$ cat src/rtl/spi_burst_master.sv
// SPI burst master: turns one host command into a header + N data byte frame on the shared slave bus.
// Optional SPI_MASTER_WR_READBACK_EN: capture the slave's old register contents (MSB first) during writes.
module spi_burst_master #(
    parameter int IDLE_CYCLES = 2
) (
    input  logic       sclk,
    input  logic       rst_n,
    input  logic       start,
    input  logic       wr,
    input  logic [2:0] ext_addr,
    input  logic [2:0] reg_addr,
    input  logic [2:0] len,
    input  logic [7:0] tx_data,
    input  logic       tx_valid,
    output logic       tx_ready,
    output logic [7:0] rx_data,
    output logic       rx_valid,
    output logic       busy,
    output logic       done,
    output logic       err,
    output logic       cs,
    output logic       mosi,
    input  logic       miso,
    input  logic       miso_oe
);

`ifdef SPI_MASTER_WR_READBACK_EN
    localparam logic READBACK = 1'b1;
`else
    localparam logic READBACK = 1'b0;
`endif

    localparam int GW = (IDLE_CYCLES > 2) ? $clog2(IDLE_CYCLES) : 1;
    localparam logic [GW-1:0] GAP_LAST = GW'(IDLE_CYCLES - 2);

    typedef enum logic [2:0] {S_IDLE, S_HDR, S_DATA, S_GAP, S_FLUSH, S_IGAP} state_t;

    state_t        state_reg, state_next;
    logic [2:0]    slot_reg, slot_next;
    logic [2:0]    byte_reg, byte_next;
    logic [GW-1:0] gap_reg, gap_next;
    logic [7:0]    sh_reg, sh_next;
    logic          wr_reg, wr_next;
    logic [2:0]    len_reg, len_next;
    logic          cap_en_reg, cap_en_next;
    logic          cap_reg, cap_next;
    logic          last_reg, last_next;
    logic [7:0]    rx_sh_reg, rx_sh_next;
    logic [7:0]    rx_data_reg, rx_data_next;
    logic          rx_valid_reg, rx_valid_next;
    logic          cs_reg, cs_next;
    logic          mosi_reg, mosi_next;
    logic          busy_reg, busy_next;
    logic          done_reg, done_next;
    logic          err_reg, err_next;
    logic          load;
    logic          miso_bit;
    logic [7:0]    hdr_vec;

    // Header is kept MSB-first so header and write data share one left-shifting register.
    assign hdr_vec  = {wr, ext_addr[0], ext_addr[1], ext_addr[2], 1'b0,
                       reg_addr[0], reg_addr[1], reg_addr[2]};
    assign miso_bit = miso_oe & miso;
    assign tx_ready = wr_reg && ((state_reg == S_HDR && slot_reg == 3'd7) || state_reg == S_GAP);

    always_comb begin
        state_next    = state_reg;
        slot_next     = slot_reg;
        byte_next     = byte_reg;
        gap_next      = gap_reg;
        sh_next       = sh_reg;
        wr_next       = wr_reg;
        len_next      = len_reg;
        cap_en_next   = cap_en_reg;
        cs_next       = cs_reg;
        mosi_next     = mosi_reg;
        busy_next     = busy_reg;
        err_next      = err_reg;
        done_next     = 1'b0;
        load          = 1'b0;
        rx_sh_next    = rx_sh_reg;
        rx_data_next  = rx_data_reg;
        rx_valid_next = 1'b0;

        case (state_reg)
            S_IDLE: begin
                if (start) begin
                    state_next  = S_HDR;
                    slot_next   = 3'd0;
                    byte_next   = 3'd0;
                    sh_next     = {hdr_vec[6:0], 1'b0};
                    mosi_next   = hdr_vec[7];
                    cs_next     = 1'b1;
                    busy_next   = 1'b1;
                    err_next    = 1'b0;
                    wr_next     = wr;
                    len_next    = len;
                    cap_en_next = !wr || READBACK;
                end
            end
            S_HDR: begin
                if (slot_reg == 3'd7) begin
                    load = 1'b1;
                end else begin
                    slot_next = slot_reg + 3'd1;
                    mosi_next = sh_reg[7];
                    sh_next   = {sh_reg[6:0], 1'b0};
                end
            end
            S_DATA: begin
                if (slot_reg == 3'd7) begin
                    mosi_next = 1'b0;
                    if (byte_reg == len_reg) begin
                        state_next = S_FLUSH;
                        cs_next    = 1'b0;
                    end else begin
                        state_next = S_GAP;
                        byte_next  = byte_reg + 3'd1;
                    end
                end else begin
                    slot_next = slot_reg + 3'd1;
                    mosi_next = sh_reg[7];
                    sh_next   = {sh_reg[6:0], 1'b0};
                end
            end
            S_GAP: load = 1'b1;
            S_FLUSH: begin
                state_next = S_IGAP;
                gap_next   = '0;
                done_next  = 1'b1;
            end
            S_IGAP: begin
                if (gap_reg == GAP_LAST) begin
                    state_next = S_IDLE;
                    busy_next  = 1'b0;
                end else begin
                    gap_next = gap_reg + 1'b1;
                end
            end
            default: state_next = S_IDLE;
        endcase

        // Byte load edge; a write with no byte on offer aborts the frame.
        if (load) begin
            if (wr_reg && !tx_valid) begin
                state_next = S_FLUSH;
                cs_next    = 1'b0;
                mosi_next  = 1'b0;
                err_next   = 1'b1;
            end else begin
                state_next = S_DATA;
                slot_next  = 3'd0;
                mosi_next  = wr_reg & tx_data[7];
                sh_next    = wr_reg ? {tx_data[6:0], 1'b0} : 8'h00;
            end
        end

        // Slot driven this cycle is sampled two edges later: cap_reg is the one-edge delay.
        cap_next  = cap_en_reg && (state_reg == S_DATA);
        last_next = (slot_reg == 3'd7);
        if (cap_reg) begin
            if (wr_reg)
                rx_sh_next = {rx_sh_reg[6:0], miso_bit};
            else
                rx_sh_next = {miso_bit, rx_sh_reg[7:1]};
            if (!miso_oe)
                err_next = 1'b1;
            if (last_reg) begin
                rx_data_next  = rx_sh_next;
                rx_valid_next = 1'b1;
            end
        end
    end

    always_ff @(posedge sclk or negedge rst_n) begin
        if (!rst_n) begin
            state_reg    <= S_IDLE;
            slot_reg     <= 3'd0;
            byte_reg     <= 3'd0;
            gap_reg      <= '0;
            sh_reg       <= 8'h00;
            wr_reg       <= 1'b0;
            len_reg      <= 3'd0;
            cap_en_reg   <= 1'b0;
            cap_reg      <= 1'b0;
            last_reg     <= 1'b0;
            rx_sh_reg    <= 8'h00;
            rx_data_reg  <= 8'h00;
            rx_valid_reg <= 1'b0;
            cs_reg       <= 1'b0;
            mosi_reg     <= 1'b0;
            busy_reg     <= 1'b0;
            done_reg     <= 1'b0;
            err_reg      <= 1'b0;
        end else begin
            state_reg    <= state_next;
            slot_reg     <= slot_next;
            byte_reg     <= byte_next;
            gap_reg      <= gap_next;
            sh_reg       <= sh_next;
            wr_reg       <= wr_next;
            len_reg      <= len_next;
            cap_en_reg   <= cap_en_next;
            cap_reg      <= cap_next;
            last_reg     <= last_next;
            rx_sh_reg    <= rx_sh_next;
            rx_data_reg  <= rx_data_next;
            rx_valid_reg <= rx_valid_next;
            cs_reg       <= cs_next;
            mosi_reg     <= mosi_next;
            busy_reg     <= busy_next;
            done_reg     <= done_next;
            err_reg      <= err_next;
        end
    end

    assign rx_data  = rx_data_reg;
    assign rx_valid = rx_valid_reg;
    assign busy     = busy_reg;
    assign done     = done_reg;
    assign err      = err_reg;
    assign cs       = cs_reg;
    assign mosi     = mosi_reg;

endmodule

$ cat config.mk
export PLATFORM = sky130hd
export DESIGN_NAME = spi_burst_master
export DESIGN_NICKNAME = d
export VERILOG_FILES = /design/src/rtl/spi_burst_master.sv
export SDC_FILE = /design/constraint.sdc
export NUM_CORES = 1
export LEC_CHECK = 0
export ABC_CLOCK_PERIOD_IN_PS = 3550
export CORE_MARGIN = 8
export CORE_UTILIZATION = 50
export CTS_CLUSTER_DIAMETER = 150
export DETAILED_ROUTE_END_ITERATION = 16
export GPL_ROUTABILITY_DRIVEN = 0
export GPL_TIMING_DRIVEN = 0
export PLACE_DENSITY = 0.87
export SYNTH_ARGS = -nofsm -noshare
export SYNTH_HDL_FRONTEND = slang
export SYNTH_SLANG_ARGS = --single-unit
export TNS_END_PERCENT = 1
$ cat constraint.sdc
create_clock -name sclk -period 3.55 [get_ports sclk]
set_input_delay 0.5325 -clock sclk [delete_from_list [all_inputs] [get_ports sclk]]
set_output_delay 0.5325 -clock sclk [all_outputs]
set_load 0.05 [all_outputs]
== Word-level counts from Yosys, hierarchy flattened ==
Cells that the tools add are included.

* Word-level logic and storage cells: 110
* Output and inout bits: 15
* Memories kept: 0
* Bits in latches: 0
* Memory bits (read-only): 0
* Memory bits (writable): 0
* Bits of input ports: 24
* Register bits after elaboration: 47

* Equality and inequality tests: 16
* Shift-type cells: 0
* Bitwise operators: 2
* Multipliers: 0
* Add/subtract/negate cells: 3
* Order comparisons: 0
* Divide/modulo/power cells: 0
* Reduce and logical (&&, ||, !) cells: 20
* Muxes and demuxes: 51

{| class="wikitable"
|+ Operator list
! cell !! count
|-
| 8-bit 2-to-1 mux || 6
|-
| 3-bit 2-to-1 mux || 13
|-
| 1-bit 2-to-1 mux || 23
|-
| 8-bit one-hot mux with 2 select lines || 1
|-
| 3-bit one-hot mux with 5 select lines || 1
|-
| 3-bit inequality test (second input constant) || 4
|-
| 3-bit one-hot mux with 2 select lines || 2
|-
| 3-bit == test (second input constant) || 3
|-
| 2-bit inequality test (second input constant) || 4
|-
| 1-bit one-hot mux with 2 select lines || 4
|-
| 4-bit AND reduction || 2
|-
| 3-bit by 1-bit adder with 3-bit output (second input constant) || 2
|-
| 3-bit by 2-bit == test with 1-bit output (second input constant) || 2
|-
| 3-bit AND reduction || 2
|-
| 2-bit nonzero test || 3
|-
| 1-bit logical AND || 4
|-
| 2-bit AND reduction || 2
|-
| 4-bit nonzero test || 1
|-
| 2-bit OR reduction || 2
|-
| 3-bit by 1-bit == test with 1-bit output (second input constant) || 1
|-
| 3-bit == test || 1
|-
| 3-bit zero test || 1
|-
| 1-bit one-hot mux with 3 select lines || 1
|-
| 1-bit AND || 2
|-
| other kinds (4) || 5
|}

== Longest topological paths before layout ==
Gate-level depths: netlist of run 1.

* Depth in word-level cells: 6
* Depth in mapped cells: 7
* Mapped depth without buffers: 6

== Worst setup path after synthesis of run 1 ==
Ideal clock, no wire load.

* Kind: reg-to-output
* Start: register slot_reg[0]
* End: output port tx_ready
* Slack: 1.416 ns
* Cell stages (with the launch flop): 6
* Arrival: 1.602 ns
* Path through: dfrtp_1 ha_1 a21oi_1 nor3_4 buf_2 and2_1

* Cells in the longest elaborated chain, start to end: 4

{| class="wikitable"
|+ Ends and longest elaborated chain
! what !! RTL line !! source
|-
| from (decl) || 39 || <nowiki>logic [2:0] slot_reg, slot_next;</nowiki>
|-
| from (signal assigned) || 197 || <nowiki>slot_reg <= slot_next;</nowiki>
|-
| 3-bit == test || 64 || <nowiki>assign tx_ready = wr_reg && ((state_reg == S_HDR && slot_reg == 3'd7) || state_reg == S_GAP);</nowiki>
|-
| 1-bit logical AND || 64 ||
|-
| 1-bit logical OR || 64 ||
|-
| 1-bit logical AND || 64 ||
|-
| to (decl) || 15 || <nowiki>output logic tx_ready,</nowiki>
|}

No other way between the ends.

== Final worst setup path of run 1 ==
Ends and elaborated chain as after synthesis.

==> impl_summary.log, run 1 <==
[metrics] result of the run: complete, no violations
[metrics] Total Die Area: about 0.007 mm2
[metrics] power density over the cells: ~790 mW/mm2
[metrics] number of design rule violations left after detail routing: 0
[metrics] starting density of the core: 52.0%
[metrics] number of DRC violations after detailed-routing iteration 0: ~150
[metrics] # hold bufs at CTS: 0
[metrics] Critical path buffers and inverters: 2
[metrics] kind of cell with the highest combined delay on the critical path: buffers and inverters
[metrics] multi-input combinational cell area: roughly 0.001 mm2
[metrics] non-filler cells, final: roughly 330
[metrics] average routed wire per standard cell: approximately 16 um
[metrics] capturing element type of the critical path: primary output
[metrics] GR Util All Layers: between 10% and 20%
[metrics] clock latency on the worst-skew pair: approximately 0.31 ns
[metrics] number of register bits inferred by synthesis: between 40 and 50
[metrics] launching element type of the critical path: flip-flop
[metrics] width of the chip: approximately 83 um
[metrics] Yosys warning total: 0
[metrics] ordered cell list for the critical path: ha_1 -> a21oi_1 -> nor3_4 -> buf_2 -> and2_1 -> clkdlybuf4s50_1
[metrics] post-layout minimum cycle time: roughly 3.2 ns
[metrics] Peak VDD IR: 0.000340 V
[metrics] arrival time at the worst endpoint: roughly 2.7 ns
[metrics] number of top-level pins: 39
[metrics] clock net sink count: 46
[metrics] detailed placement HPWL: about 3.8 mm
[metrics] number of instances in the placed design: 320
[metrics] tightest slew margin relative to the limit: 49.1%
[metrics] Mapped Nets: roughly 260
[metrics] synthesized cell area: 0.00227 mm2
[metrics] total of endpoints with negative setup slack in the final report: 0
[metrics] final slew viol count: 0
[metrics] syn_area_per_cell: between 9 and 10 um2
[metrics] stage delay of the slowest cell on the critical path: approximately 0.8 ns
[metrics] Max Cap Violations: 0
[metrics] commonest non-fill, non-tap cell in the layout: sky130_fd_sc_hd__dfrtp_1
[metrics] Detailed Routing Iterations Pass 1: 4
[metrics] commonest non-fill, non-tap cells in the layout: 46 x sky130_fd_sc_hd__dfrtp_1, 37 x sky130_fd_sc_hd__clkdlybuf4s50_1, 29 x sky130_fd_sc_hd__nor2_1
[metrics] Buffers on Ports: 38
[metrics] maximum number of pins on one net before global-route repair: 25
[metrics] Core Footprint: 0.00435 mm2
[metrics] worst hold path type: in -> async
[metrics] CTS clock-pin slew for the worst setup and hold paths: approximately 0.090 ns
[metrics] fill cell total of the finished layout: between 300 and 400
[metrics] post-CTS repair timing setup buffer count: 0
[metrics] total chip power: about 0.0023 W
[metrics] antenna violations before repair: 0
[metrics] share of the clock period used by the worst path: between 90% and 100%
[metrics] leakage power: around 1.3 nW
[metrics] timing-limited maximum frequency: about 310 MHz
[metrics] Synth cell types: 42
[metrics] number of nets in the final layout: 301
[metrics] CTS root buf: sky130_fd_sc_hd__clkbuf_8
[metrics] Vias per Instance: 5.71
[metrics] setup repair after global routing missed its margin: no
[metrics] antenna diode count: 0
[metrics] vias post-DR: 1,873
[metrics] share of layout cells above drive strength 1: around a tenth
[metrics] total global routing overflow: 0
[metrics] biggest fanout along the worst timing path: 10
[metrics] post-cts gate resize count: 0
[metrics] Final Hold Fails: 0
[metrics] TritonCTS clock tree: built
[metrics] Final Routed Wirelength: 5.25 mm
[metrics] sequential-to-total area share from yosys stat: between 50% and 60%
[metrics] slowest CP cell: sky130_fd_sc_hd__clkdlybuf4s50_1
[metrics] worst setup path category: reg -> out
[metrics] aggregate negative setup slack: 0 ns
[metrics] first-pass GRT wire length: ~8.5 mm
[metrics] number of standard cells after synthesis: ~230
[metrics] Area growth syn-to-layout: 25.6%
[metrics] Clock Skews: 0.0120 ns
[metrics] number of global-route vias before repair: approximately 1,800
[metrics] Least-Margin Pin Slew: 0.758 ns
[metrics] TritonCTS Buffers: 5
[metrics] clk buf depth: 2
[metrics] register cell area after layout: approximately 0.0012 mm2
[metrics] row count: 24
[metrics] htree depth: 2
[metrics] required time at the worst-slack endpoint: roughly 3.0 ns
[metrics] vertical extent of the die: 83.3 um
[metrics] residual antenna-violating net count after detailed routing: 0
[metrics] setup slack of the worst register-to-register path: about 1.7 ns
layout make-up:
| class | instances | share of cell area, % |
|---|---|---|
| sequential | 46 | 40.4 |
| timing repair buffer | 39 | 14.2 |
| multi-input combinational | 163 | 35.4 |
| clock inverter | 3 | 1.54 |
| inverter | 5 | 0.659 |
| tap | 52 | 2.29 |
| buffer | 15 | 3.08 |
| clock buffer | 5 | 2.42 |
Yosys cell counts:
cell,number,area share (%)
sky130_fd_sc_hd__xnor2_1,4,1.5
sky130_fd_sc_hd__a22oi_2,1,0.55
sky130_fd_sc_hd__a41oi_1,1,0.39
sky130_fd_sc_hd__a21o_1,1,0.33
sky130_fd_sc_hd__a211oi_1,2,0.66
sky130_fd_sc_hd__nand2_1,20,3.3
sky130_fd_sc_hd__o21ai_0,9,2.0
sky130_fd_sc_hd__inv_1,4,0.66
sky130_fd_sc_hd__o211ai_2,1,0.55
sky130_fd_sc_hd__nor3_1,3,0.66
sky130_fd_sc_hd__nor4b_1,1,0.39
sky130_fd_sc_hd__inv_2,1,0.17
sky130_fd_sc_hd__buf_6,2,0.99
sky130_fd_sc_hd__a21oi_1,24,5.3
sky130_fd_sc_hd__nand3_1,3,0.66
sky130_fd_sc_hd__a221o_1,1,0.44
sky130_fd_sc_hd__a32oi_1,6,2.3
sky130_fd_sc_hd__nor2b_1,2,0.55
sky130_fd_sc_hd__o22a_1,1,0.39
sky130_fd_sc_hd__nand2b_1,4,1.1
sky130_fd_sc_hd__nor2_1,29,4.8
sky130_fd_sc_hd__nor3_4,1,0.72
sky130_fd_sc_hd__a21boi_0,1,0.33
sky130_fd_sc_hd__or4b_4,1,0.61
sky130_fd_sc_hd__a22oi_1,6,2.0
sky130_fd_sc_hd__nand4_1,3,0.83
sky130_fd_sc_hd__a31o_1,1,0.39
sky130_fd_sc_hd__o211ai_1,7,2.3
sky130_fd_sc_hd__clkbuf_1,8,1.3
sky130_fd_sc_hd__dfrtp_1,46,51
sky130_fd_sc_hd__and3b_1,1,0.39
sky130_fd_sc_hd__nor3b_1,2,0.66
sky130_fd_sc_hd__mux2_2,2,0.99
sky130_fd_sc_hd__xor2_1,1,0.39
sky130_fd_sc_hd__ha_1,2,1.1
sky130_fd_sc_hd__buf_2,4,0.88
sky130_fd_sc_hd__a31o_2,5,1.9
sky130_fd_sc_hd__a31oi_1,3,0.83
sky130_fd_sc_hd__and2_1,6,1.7
sky130_fd_sc_hd__buf_8,1,0.66
sky130_fd_sc_hd__o31ai_1,1,0.33
sky130_fd_sc_hd__mux2i_1,7,3.1
worst reg2reg max path: cells and delay by family (launching register included):
family / cells / cell delay (ns)
xor+xnor: 1 / 0.62
flops: 1 / 0.42
compound gates: 2 / 0.30
simple gates: 1 / 0.23
buf+inv: 1 / 0.20
where the power goes:
group	switching (W)	internal, W
logic	0.000634	0.000418
registers	0.000114	0.000701
clock network	0.000184	0.000211
metal layers:
metal	routed length [um]	vias to the layer above	global-route usage [%]	part of all wire (%)
li1	-	913	-	-
met1	2320	907	18.9	44
met2	2500	46	22.8	48
met3	342	7	4.20	6.5
met4	90	0	6.71	1.7
met5	0	-	0	0
stage by stage:
stage                     hold slack, ns  area (um2)  setup slack [ns]  util (%)
after floorplan                    0.237        2270              1.42         -
after global placement             0.453        2710             0.702      62.3
after detailed placement           0.466        2730             0.653      62.8
after CTS                          0.218        2850             0.309      65.4
after global routing               0.233        2850             0.161      65.4
final                              0.210        2850             0.328      65.4
path summary, 6_finish.rpt:
kind                               from          to  cells after the start
min                               rst_n        done                      1
min reg2reg                  cap_en_reg  cap_en_reg                      2
max in group asynchronous         rst_n        mosi                      2
max                         slot_reg[0]    tx_ready                      6
min in group sclk            cap_en_reg  cap_en_reg                      2
max reg2reg                state_reg[1]   sh_reg[4]                      5
kinds of logic after synthesis:
| logic type | share of synthesized area, % |
|---|---|
| DFF | 50.8 |
| and+or+nand+nor | 16.3 |
| AOI/OAI and AO/OA | 21.0 |
| xor gates and xnor gates | 1.93 |
| adders and majority gates | 1.10 |
| muxes | 4.09 |
| buffers and inverters | 4.69 |
Note: power is estimated with default switching activity, not from simulation.
==> run 2, diff against run 1 <==
Settings changed: PLACE_DENSITY 0.87 to 0.81, TNS_END_PERCENT 1 to 20.
==> impl_summary.log, run 2 (synthesis results as in run 1) <==
[metrics] total chip power: 0.00238 W
[metrics] Max Cap Violations: 0
[metrics] GR Util All Layers: 16.0%
[metrics] worst hold path type: in -> async
[metrics] Vias per Instance: slightly below 6
[metrics] vertical extent of the die: about 83 um
[metrics] CTS clock-pin slew for the worst setup and hold paths: ~0.090 ns
[metrics] Core Footprint: 0.00435 mm2
[metrics] clock net sink count: 46
[metrics] number of top-level pins: 39
[metrics] share of the clock period used by the worst path: ~90%
[metrics] share of layout cells above drive strength 1: between 10% and 20%
[metrics] Total Die Area: approximately 0.007 mm2
[metrics] aggregate negative setup slack: 0 ns
[metrics] width of the chip: ~83 um
[metrics] result of the run: complete, no violations
[metrics] Peak VDD IR: 0.000349 V
[metrics] biggest fanout along the worst timing path: 10
[metrics] non-filler cells, final: about 330
[metrics] # hold bufs at CTS: 0
[metrics] final slew viol count: 0
[metrics] tightest slew margin relative to the limit: a little over half
[metrics] average routed wire per standard cell: ~17 um
[metrics] starting density of the core: a little over half
[metrics] end-of-flow core utilization: about two thirds
[metrics] antenna violations before repair: 0
[metrics] commonest non-fill, non-tap cells in the layout: 46 x sky130_fd_sc_hd__dfrtp_1, 37 x sky130_fd_sc_hd__clkdlybuf4s50_1, 29 x sky130_fd_sc_hd__nor2_1
[metrics] Final Hold Fails: 0
[metrics] CTS root buf: sky130_fd_sc_hd__clkbuf_8
[metrics] Detailed Routing Iterations Pass 1: 4
[metrics] required time at the worst-slack endpoint: 3.02 ns
[metrics] commonest non-fill, non-tap cell in the layout: sky130_fd_sc_hd__dfrtp_1
[metrics] vias post-DR: between 1,500 and 2,000
[metrics] antenna diode count: 0
[metrics] Final Routed Wirelength: around 5.6 mm
[metrics] total of endpoints with negative setup slack in the final report: 0
[metrics] timing-limited maximum frequency: 308 MHz
[metrics] number of DRC violations after detailed-routing iteration 0: approximately 110
[metrics] Buffers on Ports: 38
[metrics] Area growth syn-to-layout: 26.6%
[metrics] Clock Skews: 0.00542 ns
[metrics] first-pass GRT wire length: ~9.2 mm
[metrics] fill cell total of the finished layout: approximately 360
[metrics] row count: 24
[metrics] maximum number of pins on one net before global-route repair: 26
[metrics] launching element type of the critical path: flip-flop
[metrics] capturing element type of the critical path: primary output
[metrics] number of nets in the final layout: 301
[metrics] post-cts gate resize count: 0
[metrics] clk buf depth: 2
[metrics] TritonCTS clock tree: built
[metrics] post-layout minimum cycle time: around 3.3 ns
[metrics] number of global-route vias before repair: approximately 1,900
[metrics] clock latency on the worst-skew pair: 0.31 ns
[metrics] worst setup path category: reg -> out
[metrics] detailed placement HPWL: around 4 mm
[metrics] setup repair after global routing missed its margin: no
[metrics] post-CTS repair timing setup buffer count: 0
[metrics] leakage power: around 1.3 nW
[metrics] total global routing overflow: 0
[metrics] number of instances in the placed design: 320
[metrics] TritonCTS Buffers: 5
[metrics] power density over the cells: between 800 and 900 mW/mm2
[metrics] residual antenna-violating net count after detailed routing: 0
[metrics] arrival time at the worst endpoint: between 2 and 3 ns
[metrics] Least-Margin Pin Slew: 0.683 ns
[metrics] htree depth: 2
[metrics] number of design rule violations left after detail routing: 0
run 2: changes by cell type in the layout (fill, tap and decap cells not counted):
| cell | before | now |
|---|---|---|
| sky130_fd_sc_hd__buf_12 | 0 | 1 |
| sky130_fd_sc_hd__buf_16 | 1 | 0 |
| sky130_fd_sc_hd__bufinv_16 | 1 | 2 |
| sky130_fd_sc_hd__clkbuf_8 | 5 | 6 |
| sky130_fd_sc_hd__clkinv_2 | 1 | 0 |
| sky130_fd_sc_hd__inv_6 | 1 | 0 |
run 2: power breakdown:
part / switching, W / internal [W]
clock network: 0.000184 / 0.000300
logic: 0.000653 / 0.000418
registers: 0.000122 / 0.000701
run 2: path summary, 6_finish.rpt:
path	start	to	slack (ns)	depth (start not counted)
worst max-delay path	slot_reg[0]	tx_ready	0.30	6
max in group asynchronous	rst_n	sh_reg[4]	2.84	2
worst min register to register	cap_en_reg	cap_en_reg	0.50	2
worst min-delay path	rst_n	rx_sh_reg[6]	0.19	1
worst max register to register	state_reg[0]	sh_reg[4]	1.64	5
min in group sclk	cap_en_reg	cap_en_reg	0.50	2
run 2: cell type report:
cell class / count / area, um2 / area share [%]
buffer: 15 / 87.6 / 3.05
timing repair buffer: 39 / 395 / 13.8
clock inverter: 2 / 60.1 / 2.09
sequential: 46 / 1150 / 40.1
inverter: 5 / 18.8 / 0.654
clock buffer: 6 / 82.6 / 2.88
tap: 52 / 65.1 / 2.27
multi-input combinational: 163 / 1010 / 35.2
run 2: per-stage QoR:
step                      hold slack [ns]  instance area [um2]  setup slack, ns
after floorplan                     0.237                 2270             1.42
after global placement              0.453                 2710            0.662
after detailed placement            0.487                 2730            0.660
after CTS                           0.202                 2870            0.309
after global routing                0.228                 2870            0.169
final                               0.193                 2870            0.299
run 2: routing by layer:
metal / global-route usage, % / wire length, um
met5: 0 / 0
met4: 7.67 / 117
met3: 3.52 / 336
met2: 25.5 / 2820
met1: 20.0 / 2320
run 2: worst max-delay path, stage by stage, from the launching register on:
cell	delay (ns)
sky130_fd_sc_hd__dfrtp_1	0.39
sky130_fd_sc_hd__ha_1	0.28
sky130_fd_sc_hd__a21oi_1	0.13
sky130_fd_sc_hd__nor3_4	0.34
sky130_fd_sc_hd__buf_2	0.31
sky130_fd_sc_hd__and2_1	0.16
sky130_fd_sc_hd__clkdlybuf4s50_1	0.80
==> run 3, diff against run 2 <==
Settings changed: ABC_CLOCK_PERIOD_IN_PS 3550 to not set.
==> results of run 3 <==
The final DEF is identical to that of run 2; final timing and power are the same.
